### src/rtl/video_timing_gen_if.sv
// Pixel request / video output bundle for video_timing_gen.
// The generator drives the master side; the pixel source and display sink sit on the slave side.
interface video_timing_gen_if;
    logic        req_en;
    logic [11:0] req_x;
    logic [11:0] req_y;
    logic        o_fs;
    logic [23:0] i_data;
    logic        o_hs;
    logic        o_vs;
    logic        o_de;
    logic [23:0] o_data;

    modport master (
        output req_en, req_x, req_y, o_fs,
        output o_hs, o_vs, o_de, o_data,
        input  i_data
    );

    modport slave (
        input  req_en, req_x, req_y, o_fs,
        input  o_hs, o_vs, o_de, o_data,
        output i_data
    );
endinterface

### src/rtl/video_timing_gen.sv
// Raster timing generator: issues pixel requests one stage after the counters and
// presents sync/DE/pixel data two stages after the request, matching a one-cycle source.
module video_timing_gen #(
    parameter logic [11:0] H_ACT  = 12'd1920,
    parameter int          H_FP   = 88,
    parameter int          H_SYNC = 44,
    parameter int          H_BP   = 148,
    parameter logic [11:0] V_ACT  = 12'd1080,
    parameter int          V_FP   = 4,
    parameter int          V_SYNC = 5,
    parameter int          V_BP   = 36,
    parameter bit          HS_POL = 1'b1,
    parameter bit          VS_POL = 1'b1
) (
    input  logic               pclk,
    input  logic               rst_n,
    input  logic               i_en,
    video_timing_gen_if.master vid
);

    localparam logic [11:0] H_SYNC_BEG = 12'(int'(H_ACT) + H_FP);
    localparam logic [11:0] H_SYNC_END = 12'(int'(H_ACT) + H_FP + H_SYNC);
    localparam logic [11:0] H_LAST     = 12'(int'(H_ACT) + H_FP + H_SYNC + H_BP - 1);
    localparam logic [11:0] V_SYNC_BEG = 12'(int'(V_ACT) + V_FP);
    localparam logic [11:0] V_SYNC_END = 12'(int'(V_ACT) + V_FP + V_SYNC);
    localparam logic [11:0] V_LAST     = 12'(int'(V_ACT) + V_FP + V_SYNC + V_BP - 1);

    logic [11:0] h_cnt;
    logic [11:0] v_cnt;
    logic        h_wrap;
    logic        v_wrap;
    logic        hs_raw;
    logic        vs_raw;
    logic        de_raw;

    // Sync levels travel alongside the request so they stay aligned with o_de.
    logic        hs_s1;
    logic        vs_s1;
    logic        de_s2;
    logic        hs_s2;
    logic        vs_s2;

    assign h_wrap = (h_cnt == H_LAST);
    assign v_wrap = (v_cnt == V_LAST);
    assign hs_raw = (h_cnt >= H_SYNC_BEG) && (h_cnt < H_SYNC_END);
    assign vs_raw = (v_cnt >= V_SYNC_BEG) && (v_cnt < V_SYNC_END);
    assign de_raw = (h_cnt < H_ACT) && (v_cnt < V_ACT);

    // NOTE: every register here uses non-blocking assignment so all stages sample
    // the pre-edge values of their neighbours, whatever order the blocks run in.
    always_ff @(posedge pclk or negedge rst_n) begin
        if (!rst_n) begin
            h_cnt <= '0;
            v_cnt <= '0;
        end else if (i_en) begin
            if (h_wrap) begin
                h_cnt <= '0;
                v_cnt <= v_wrap ? 12'd0 : v_cnt + 12'd1;
            end else begin
                h_cnt <= h_cnt + 12'd1;
            end
        end
    end

    // Request stage: idles cleanly while disabled, but sync levels freeze so the
    // display sees the last line/frame state rather than a glitch.
    always_ff @(posedge pclk or negedge rst_n) begin
        if (!rst_n) begin
            vid.req_en <= 1'b0;
            vid.req_x  <= '0;
            vid.req_y  <= '0;
            vid.o_fs   <= 1'b0;
            hs_s1      <= 1'b0;
            vs_s1      <= 1'b0;
        end else if (i_en) begin
            vid.req_en <= de_raw;
            vid.req_x  <= de_raw ? h_cnt : 12'd0;
            vid.req_y  <= de_raw ? v_cnt : 12'd0;
            vid.o_fs   <= (h_cnt == 12'd0) && (v_cnt == 12'd0);
            hs_s1      <= hs_raw;
            vs_s1      <= vs_raw;
        end else begin
            vid.req_en <= 1'b0;
            vid.req_x  <= '0;
            vid.req_y  <= '0;
            vid.o_fs   <= 1'b0;
        end
    end

    // Stage 2 runs unconditionally so in-flight requests drain while disabled.
    always_ff @(posedge pclk or negedge rst_n) begin
        if (!rst_n) begin
            de_s2 <= 1'b0;
            hs_s2 <= 1'b0;
            vs_s2 <= 1'b0;
        end else begin
            de_s2 <= vid.req_en;
            hs_s2 <= hs_s1;
            vs_s2 <= vs_s1;
        end
    end

    // Output stage: i_data arrives during stage 2, so capturing it here lines it up with o_de.
    always_ff @(posedge pclk or negedge rst_n) begin
        if (!rst_n) begin
            vid.o_de   <= 1'b0;
            vid.o_data <= '0;
            vid.o_hs   <= ~HS_POL;
            vid.o_vs   <= ~VS_POL;
        end else begin
            vid.o_de   <= de_s2;
            vid.o_data <= de_s2 ? vid.i_data : 24'h0;
            vid.o_hs   <= hs_s2 ? HS_POL : ~HS_POL;
            vid.o_vs   <= vs_s2 ? VS_POL : ~VS_POL;
        end
    end

endmodule

### src/flat_wrapper.sv
// flat-port wrapper written by rule: the top's interface ports become plain ports
module video_timing_gen_flat 
#(
    parameter logic [11:0] H_ACT  = 12'd1920,
    parameter int          H_FP   = 88,
    parameter int          H_SYNC = 44,
    parameter int          H_BP   = 148,
    parameter logic [11:0] V_ACT  = 12'd1080,
    parameter int          V_FP   = 4,
    parameter int          V_SYNC = 5,
    parameter int          V_BP   = 36,
    parameter bit          HS_POL = 1'b1,
    parameter bit          VS_POL = 1'b1
)
  (pclk, rst_n, i_en, vid_req_en, vid_req_x, vid_req_y, vid_o_fs, vid_o_hs, vid_o_vs, vid_o_de, vid_o_data, vid_i_data);
  video_timing_gen_if vid_i ();
  input  logic pclk;
  input  logic rst_n;
  input  logic i_en;
  output wire logic [$bits(vid_i.req_en)-1:0] vid_req_en;
  output wire logic [$bits(vid_i.req_x)-1:0] vid_req_x;
  output wire logic [$bits(vid_i.req_y)-1:0] vid_req_y;
  output wire logic [$bits(vid_i.o_fs)-1:0] vid_o_fs;
  output wire logic [$bits(vid_i.o_hs)-1:0] vid_o_hs;
  output wire logic [$bits(vid_i.o_vs)-1:0] vid_o_vs;
  output wire logic [$bits(vid_i.o_de)-1:0] vid_o_de;
  output wire logic [$bits(vid_i.o_data)-1:0] vid_o_data;
  input wire logic [$bits(vid_i.i_data)-1:0] vid_i_data;
  assign vid_req_en = vid_i.req_en;
  assign vid_req_x = vid_i.req_x;
  assign vid_req_y = vid_i.req_y;
  assign vid_o_fs = vid_i.o_fs;
  assign vid_o_hs = vid_i.o_hs;
  assign vid_o_vs = vid_i.o_vs;
  assign vid_o_de = vid_i.o_de;
  assign vid_o_data = vid_i.o_data;
  assign vid_i.i_data = vid_i_data;
  video_timing_gen #(.H_ACT(H_ACT), .H_FP(H_FP), .H_SYNC(H_SYNC), .H_BP(H_BP), .V_ACT(V_ACT), .V_FP(V_FP), .V_SYNC(V_SYNC), .V_BP(V_BP), .HS_POL(HS_POL), .VS_POL(VS_POL)) u_core (.pclk(pclk), .rst_n(rst_n), .i_en(i_en), .vid(vid_i));
endmodule
### config.mk
export PLATFORM = sky130hd
export DESIGN_NAME = video_timing_gen_flat
export DESIGN_NICKNAME = d
export VERILOG_FILES = /design/src/rtl/video_timing_gen_if.sv /design/src/rtl/video_timing_gen.sv /design/src/flat_wrapper.sv
export SDC_FILE = /design/constraint.sdc
export NUM_CORES = 1
export LEC_CHECK = 0
export CELL_PAD_IN_SITES_DETAIL_PLACEMENT = 0
export CELL_PAD_IN_SITES_GLOBAL_PLACEMENT = 1
export CORE_ASPECT_RATIO = 0.6
export CORE_MARGIN = 2
export CORE_UTILIZATION = 39
export CTS_CLUSTER_DIAMETER = 120
export DETAILED_ROUTE_END_ITERATION = 8
export PLACE_DENSITY = 0.88
export SETUP_SLACK_MARGIN = 0.3
export SYNTH_ARGS = -nofsm -noshare
export SYNTH_HDL_FRONTEND = slang
export SYNTH_SLANG_ARGS = --single-unit
### constraint.sdc
create_clock -name pclk -period 2.13 [get_ports pclk]
set_input_delay 0.639 -clock pclk [delete_from_list [all_inputs] [get_ports pclk]]
set_output_delay 0.639 -clock pclk [all_outputs]
set_load 0.1 [all_outputs]
# Word-level counts from Yosys, hierarchy flattened
# Cells that the tools add are included.
[word_totals]
out_inout_bits = 53
reg_bits = 82
[op_classes]
n_eq_ne = 2
order_cmp = 6
mux = 11
n_reduce_logical = 7
add_sub_neg = 2
[op_table]
columns = ["operator", "count"]
rows = [
  ["$mux W12", 6],
  ["$lt A12 B11 Y1 const B", 3],
  ["$add A12 B1 Y12 const B", 2],
  ["$ge A12 B11 Y1 const B", 2],
  ["$logic_not A12 Y1", 2],
  ["$mux W24", 1],
  ["$eq A12 B11 Y1 const B", 1],
  ["$eq A12 B12 Y1 const B", 1],
  ["$lt A12 B12 Y1 const B", 1],
  ["$logic_and A1 B1 Y1", 4],
  ["$mux W1", 4],
  ["$reduce_and A2 Y1", 1],
]

# Logic depth before layout (Yosys ltp)
[logic_depth]
ltp_word = 4
ltp_mapped = 7
depth_no_buf = 6

# Least setup slack after synthesis
# OpenSTA, ideal clock, no wires.
[synth_path]
kind = "register -> register"
from = "register u_core.v_cnt[0]"
to = "register u_core.v_cnt[11]"
required_ns = 2.008
n_path_buf = 1
setup_ns = 0.122
arrival_time_ns = 1.595
setup_slack_ns = 0.413
stages_incl_launch_ff = 8
cell_sequence = "dfrtp_1 inv_1 ha_1 nor4bb_1 nand4_1 buf_2 a21o_1 a32o_1"
[synth_between]
elab_chain_len = 2
[synth_lines]
columns = ["item", "line", "text"]
rows = [
  ["from (decl)", "video_timing_gen.sv:29", "logic [11:0] v_cnt;"],
  ["from (signal assigned)", "video_timing_gen.sv:58", "v_cnt <= v_wrap ? 12'd0 : v_cnt + 12'd1;"],
  ["$add A12 B1 Y12 / $eq A12 B11 Y1 (equally long branches)", "video_timing_gen.sv:58, video_timing_gen.sv:44", ""],
  ["$mux W12 *", "video_timing_gen.sv:58", ""],
]
# Mark *: on every way between the ends. The rest lies on a longest branch, timed or not.
# A chain may end at the register's enable or synchronous reset.

# Worst setup path after layout
[layout_path]
from = "input port i_en"
to = "register u_core.v_cnt[4]"
[layout_between]
elab_chain_len = 1
[layout_lines]
columns = ["item", "line", "text"]
rows = [
  ["from (decl)", "flat_wrapper.sv:19", "input logic i_en;"],
  ["$reduce_and A2 Y1 (no source line)", "n/a", ""],
]
# Every way passes these cells.

==> flow_metrics.env <==
export IMPL_synth_area_leaders="dfrtp_1 62%, and2_1 9.1%, nand3_1 2.0%"
export IMPL_dieHeight_um=75.3
export IMPL_power_density_nw_per_um2=888
export IMPL_ant_nets=0
export IMPL_finClkSkew_ns=0.00363
export IMPL_ff2ff_setup_slack_ns=0.38
export IMPL_synth_warnings=0
export IMPL_drt_iter0_drc=132
export IMPL_cp_start_kind="input port"
export IMPL_synth_edf_count=0
export IMPL_dr_total_vias=2387
export IMPL_nets=402
export IMPL_synth_seq_cells=82
export IMPL_worst_path_largest_cell_delay_ns=0.49
export IMPL_antenna_found_initial=0
export IMPL_outcome="complete, no violations"
export IMPL_grt_max_degree=47
export IMPL_htreeDepth=3
export IMPL_leakage_nw=2.23
export IMPL_io_pins=80
export IMPL_dp_hpwl_um=5260
export IMPL_hold_viol_final=0
export IMPL_wl_per_cell_um=15.6
export IMPL_n_antenna_cell=0
export IMPL_yosysTopAreaCellShare_pct=62.1
export IMPL_die_w_um=123
export IMPL_track_usage_pct=17.2
export IMPL_numCtsBuffers=9
export IMPL_holdWs_ns=0.251
export IMPL_drt_pass1_iterations=4
export IMPL_yosysUniqueCellTypes=48
export IMPL_ys_flop_type="dfrtp_1"
export IMPL_cp_data_arrival_time_ns=1.99
export IMPL_overflow=0
export IMPL_gp_congestion=0.904
export IMPL_ys_seq_area_share_pct=62.1
export IMPL_yosys_area_top_type="dfrtp_1"
export IMPL_clockRootBuffer="clkbuf_16"
export IMPL_critPathBufInv=1
export IMPL_final_cells=484
export IMPL_rows=25
export IMPL_synth_common_cells="82 x dfrtp_1, 48 x and2_1, 13 x nand3_1"
export IMPL_clock_fmax_mhz=566
export IMPL_coreArea_um2=8040
export IMPL_required_ns=2.35
export IMPL_clock_latency_ns=0.34
export IMPL_dp_cells=460
export IMPL_rsz0062_at_grt="true"
export IMPL_min_period_over_period_pct=82.9
export IMPL_cts_tree="yes"
export IMPL_max_slew_margin_pct=64.7
export IMPL_syn_area_um2=3310
export IMPL_tightest_slew_ns=0.529
export IMPL_via_per_inst=4.93
export IMPL_cp_top_family="simple AND/OR/NAND/NOR gates"
export IMPL_grt_pass1_vias=2271
export IMPL_crit_type="in2reg"
export IMPL_synth_area_per_cell_um2=12.2
export IMPL_path_clk_slew_ns=0.06
export IMPL_routed_wl_um=7540
export IMPL_power_total_w=0.00426
export IMPL_io_buffers=79
export IMPL_clock_path_buffers=2
export IMPL_start_util_pct=41.1
export IMPL_synthArstFlopShare_pct=100
export IMPL_drc=0
export IMPL_postSynthCellCount=271
export IMPL_path_cells="clkdlybuf4s50_1 > and3_4 > and4_2 > nand4_1 > xnor2_1"
export IMPL_slew_violations=0
export IMPL_area_growth_pct=45.0
export IMPL_worstPathMaxFanout=7
export IMPL_die_area_um2=9260
export IMPL_crit_path_end_kind="flop"
export IMPL_grt_pass1_wl_um=11700
export IMPL_cts_hold_buf=0
export IMPL_yosysMostFrequentCell="dfrtp_1"
export IMPL_cts_sinks=82
export IMPL_slowest_stage="clkdlybuf4s50_1"
export IMPL_layout_min_cycle_time_ns=1.77
export IMPL_drive_above_1_share_pct=31.1
export IMPL_min_path_type="in2async"
export IMPL_setup_viol=0
export IMPL_peakVddDrop_mv=0.461
export IMPL_cap_violations=0
==> path summary, 6_finish.rpt <==
kind	startpoint	end	cells after the start
min in group pclk	u_core.hs_s2$_DFF_PN0_	u_core.vid.o_hs$_DFF_PN0_	0
hold reg to reg	u_core.hs_s2$_DFF_PN0_	u_core.vid.o_hs$_DFF_PN0_	0
max in group asynchronous	rst_n	u_core.v_cnt[9]$_DFFE_PN0P_	2
setup / recovery	i_en	u_core.v_cnt[4]$_DFFE_PN0P_	5
setup reg to reg	u_core.v_cnt[9]$_DFFE_PN0P_	u_core.v_cnt[3]$_DFFE_PN0P_	6
hold / removal	rst_n	u_core.vid.o_data[15]$_DFF_PN0_	1
==> power by group <==
group	total, W	switching, W	internal, W	leakage [nW]
logic	0.000953	0.000630	0.000323	1.04
registers	0.00180	0.000129	0.00167	1.05
clock network	0.00151	0.000684	0.000826	0.143
==> flip-flops by register name, summed over array words and instances (netlist names) <==
| name | count |
|---|---|
| u_core.vid.req_en | 1 |
| u_core.hs_s1 | 1 |
| u_core.hs_s2 | 1 |
| u_core.vid.req_x | 12 |
| u_core.vid.o_hs | 1 |
| u_core.de_s2 | 1 |
| u_core.v_cnt | 12 |
| u_core.vs_s2 | 1 |
| u_core.vid.o_data | 24 |
| u_core.vid.o_fs | 1 |
| u_core.vid.req_y | 12 |
| u_core.vid.o_vs | 1 |
| u_core.vid.o_de | 1 |
| u_core.h_cnt | 12 |
| u_core.vs_s1 | 1 |
==> through the flow <==
stage / area [um^2] / setup slack, ns / util, % / setup TNS [ns]
finish: 4790 / 0.364 / 59.6 / 0
global route: 4790 / 0.292 / 59.6 / 0
CTS: 4700 / 0.300 / 58.5 / 0
detailed placement: 4380 / -0.0571 / 54.5 / -0.198
global placement: 4380 / -0.0304 / 54.5 / -0.0697
floorplan: 3310 / 0.413 / - / 0
==> cell type report <==
type                            instances  area [um^2]
Inverter                               10         37.5
Fill cell                             634         3240
Clock buffer                            9          225
Sequential cell                        82         2050
Multi-Input combinational cell        165         1160
Tap cell                              108          135
Timing Repair Buffer                  103         1120
Clock inverter                          7         67.6
==> cells by family after synthesis <==
| kind of cell | share of synthesized area, % |
|---|---|
| AO/OA/AOI/OAI | 5.86 |
| XOR/XNOR | 2.91 |
| adder cells (fa/ha/maj) | 1.51 |
| buffers and inverters | 4.62 |
| flip-flops | 62.1 |
| multiplexers | 0.303 |
| other | 0.113 |
| AND/OR/NAND/NOR | 22.6 |
==> layout by cell type, fill, tap and decap left out, drive strengths merged, types with 2 or more instances in the layout <==
cell | synthesis | layout
clkdlybuf4s50 | 0 | 25
and2 | 49 | 49
xor2 | 5 | 5
nor3 | 2 | 2
xnor2 | 6 | 6
inv | 10 | 16
ha | 4 | 4
nor2 | 8 | 8
a21oi | 5 | 5
nand4 | 11 | 11
and4 | 4 | 4
a21o | 4 | 4
buf | 8 | 78
nand2 | 10 | 10
nor4b | 2 | 2
dfrtp | 82 | 82
nand3 | 13 | 13
o21ai | 10 | 10
and3 | 9 | 9
nor4 | 4 | 4
conb | 1 | 2
clkbuf | 6 | 9
nand4b | 2 | 2
==> timing repair <==
item                       4_1_cts  5_1_grt
pin swaps                        1        5
buffers inserted                 1        7
setup endpoints to repair        8       13
gates resized for setup          3       11
cloned                           0        0
==> metal layers <==
metal | share of wire (%) | track usage [%] | routed length, um
met1 | 45 | 22.9 | 3370
met2 | 43 | 26.2 | 3260
met3 | 10 | 5.91 | 786
met4 | 1.7 | 7.41 | 126
met5 | 0 | 0 | 0
==> worst register-to-register path, cell delays in order (launching register included) <==
cell and delay (ns):
dfrtp_1 0.45, nor4_2 0.43, nand4_1 0.14, buf_4 0.18, buf_4 0.13, buf_4 0.12, a22o_2 0.20
Power figures use the tool's default switching activity.
==> patch, RTL diff (same flow settings) <==
`H_ACT` is set to 12'd1920 in 2 places; all go to 12'd960.
--- a/src/rtl/video_timing_gen.sv
+++ b/src/rtl/video_timing_gen.sv
@@ -1,7 +1,7 @@
 // Raster timing generator: issues pixel requests one stage after the counters and
 // presents sync/DE/pixel data two stages after the request, matching a one-cycle source.
 module video_timing_gen #(
-    parameter logic [11:0] H_ACT  = 12'd1920,
+    parameter logic [11:0] H_ACT  = 12'd960,
     parameter int          H_FP   = 88,
     parameter int          H_SYNC = 44,
     parameter int          H_BP   = 148,
--- a/src/flat_wrapper.sv
+++ b/src/flat_wrapper.sv
@@ -1,7 +1,7 @@
 // flat-port wrapper written by rule: the top's interface ports become plain ports
 module video_timing_gen_flat 
 #(
-    parameter logic [11:0] H_ACT  = 12'd1920,
+    parameter logic [11:0] H_ACT  = 12'd960,
     parameter int          H_FP   = 88,
     parameter int          H_SYNC = 44,
     parameter int          H_BP   = 148,
Check against the original RTL: same outputs for any inputs over 10 cycles, from zero or initial values and one cycle with rst_n low; that may be too few to reach the edited logic, so the function may still have changed.
==> patch against the original RTL <==
  * Critical endpoint is now u_core.vid.req_y[4]
  * Synthesized cell count rose by 4.1%
  * Area after synthesis rose by 0.87%
  * Highest routed layer unchanged
  * Sequential cell count did not move
  * Critical path type unchanged
  * Worst setup slack improved by 0.0016 ns
  * Routed wire length fell by 0.41%
  * Design area barely moved
Power is not compared: it rests on default switching activity, and its combinational part moved more than twofold at a synthesized area within 25%.
==> patch: results (changes against the original RTL) <==
Synth
  • YS warnings: 0 (unchanged)
  • Top post-synthesis cells by area: dfrtp_1, and2_1, nand4_1 (was dfrtp_1, and2_1, nand3_1)
  • Sequential area share after synthesis: 61.52% (was 62.05%)
  • Async set-reset flop share out of synthesis: 100.0% (unchanged)
  • Top cells by count, synth: dfrtp_1, and2_1, nand2_1 (was dfrtp_1, and2_1, nand3_1)
  • Synth cell types: 46 (was 48)
  • Dominant synthesized flop cell: dfrtp_1 (unchanged)

Placement
  • Post-DP HPWL: 5223 um (was 5261 um)
  • Cell area after placement: 4467 um2 (was 4382 um2)
  • Dpl ws: -0.1822 ns (was -0.05707 ns)
  • Port bufs: 79 (unchanged)
  • Placer Congestion: 0.8828 (was 0.9042)

Pwr
  • LEAKAGE: 2.245 nW
  • Peak supply drop: 359.4 uV
  • Int Power: 2.547 mW

Clock network
  • H-Tree Depth: 3 (unchanged)
  • CTS buffer count: 9 (unchanged)
  • Clock Root Buffer: clkbuf_16 (unchanged)
  • Clock transition at path regs: 0.06 ns (about the same)
  • Worst skew pair latency: 0.33 ns
  • CTS max path bufs: 2 (unchanged)

STA
  • Slew headroom: 62.70% (was 64.74%)
  • Max Clock Skew: 0.005937 ns (was 0.003635 ns)
  • Setup TNS: 0 ns (unchanged)

Final layout
  • Reg with most FFs: u_core.vid.o_data (unchanged)
  • Final nets: 405 (was 402)
  • Share of layout cells above drive strength 1: 25.59% (was 31.12%)
  • Number of diodes: 0 (unchanged)
  • Number of flip-flops in the largest register: 24 (unchanged)
  • # fillers: 679 (was 634)

Global routing
  • First-pass GRT wire length: 11950 um (was 11670 um)
  • Initial antenna violation count: 0 (unchanged)
  • Vias in the first global route: 2315 (was 2271)
  • Total track usage: 17.29% (was 17.25%)
  • Largest net degree at the start of global routing: 39 (was 47)

Status
  • Status: finished, final reports clean (unchanged)

Routing
  • Initial DRC count: 243 (was 132)
  • Vias per inst: 4.947 (was 4.932)
  • DRT Wirelength: 7509 um (was 7540 um)
  • DRT Pass-1 Iters: 4 (unchanged)

Setup path
  • Max Fanout on Critical Path: 12 (was 7)

Min path
  • Hold Crit Class: in -> async (unchanged)
patch: what timing repair did:
item,4_1_cts,5_1_grt
pin swaps,2,0
resized for setup,1,5
endpoints found under the setup margin,29,10
setup buffers,3,0
patch: layout make-up:
| class | instances | area (um2) | area share, % |
|---|---|---|---|
| inverters | 9 | 33.78 | 0.7051 |
| multi-input cells | 176 | 1175 | 24.52 |
| flip-flops and latches | 82 | 2054 | 42.88 |
| clock inverters | 6 | 51.30 | 1.071 |
| well taps | 112 | 140.1 | 2.925 |
| repair buffers | 96 | 1107 | 23.11 |
| clock buffers | 10 | 229.0 | 4.779 |
patch: cell families after synthesis:
family                     synth area share, %
muxes                                    1.538
AOI/OAI and AO/OA                        4.464
adders and majority gates                1.500
DFF                                      61.52
buffers and inverters                    4.088
and+or+nand+nor                          24.42
other                                   0.1124
xor gates and xnor gates                 2.363
patch: path summary, 6_finish.rpt:
check                      cells past startpoint             from                   end  slack (ns)
min                                            1            rst_n  u_core.vid.o_data[1]        0.27
min in group pclk                              0     u_core.hs_s2       u_core.vid.o_hs        0.35
max                                            6             i_en   u_core.vid.req_y[4]        0.37
min reg2reg                                    0     u_core.hs_s2       u_core.vid.o_hs        0.35
max reg2reg                                    4  u_core.v_cnt[3]      u_core.v_cnt[10]        0.40
max in group asynchronous                      2            rst_n      u_core.v_cnt[10]        1.29
patch: through the flow:
step                      cells  hold slack, ns
after CTS                   491          0.2789
final                       491          0.2731
after global placement      472          0.3340
after detailed placement    472          0.3403
after floorplan             284          0.3312
after global routing        491          0.3060
patch: metal layers:
layer | GRT usage, % | vias to the layer above | wire length, um
li1 | - | 1142 | -
met1 | 24.32 | 1178 | 3469
met2 | 25.64 | 102 | 3277
met3 | 5.913 | 7 | 703
met4 | 4.924 | 0 | 58
met5 | 0 | - | 0
patch: worst max-delay path, cell delays in order:
cell and delay (ns):
dlygate4sd2_1 0.29, nor4b_1 0.41, nand2_1 0.11, a21oi_1 0.22, buf_4 0.22, and2_1 0.14
patch: power groups by stage:
stage / Combinational (mW) / Clock, mW / Sequential [mW]
final: 0.280 / 1.43 / 1.74
after CTS: 0.282 / 1.47 / 1.74
after global routing: 0.313 / 1.54 / 1.76
after detailed placement: 0.281 / 0 / 1.76
after global placement: 0.267 / 0 / 1.77
after floorplan: 0.221 / 0 / 1.69
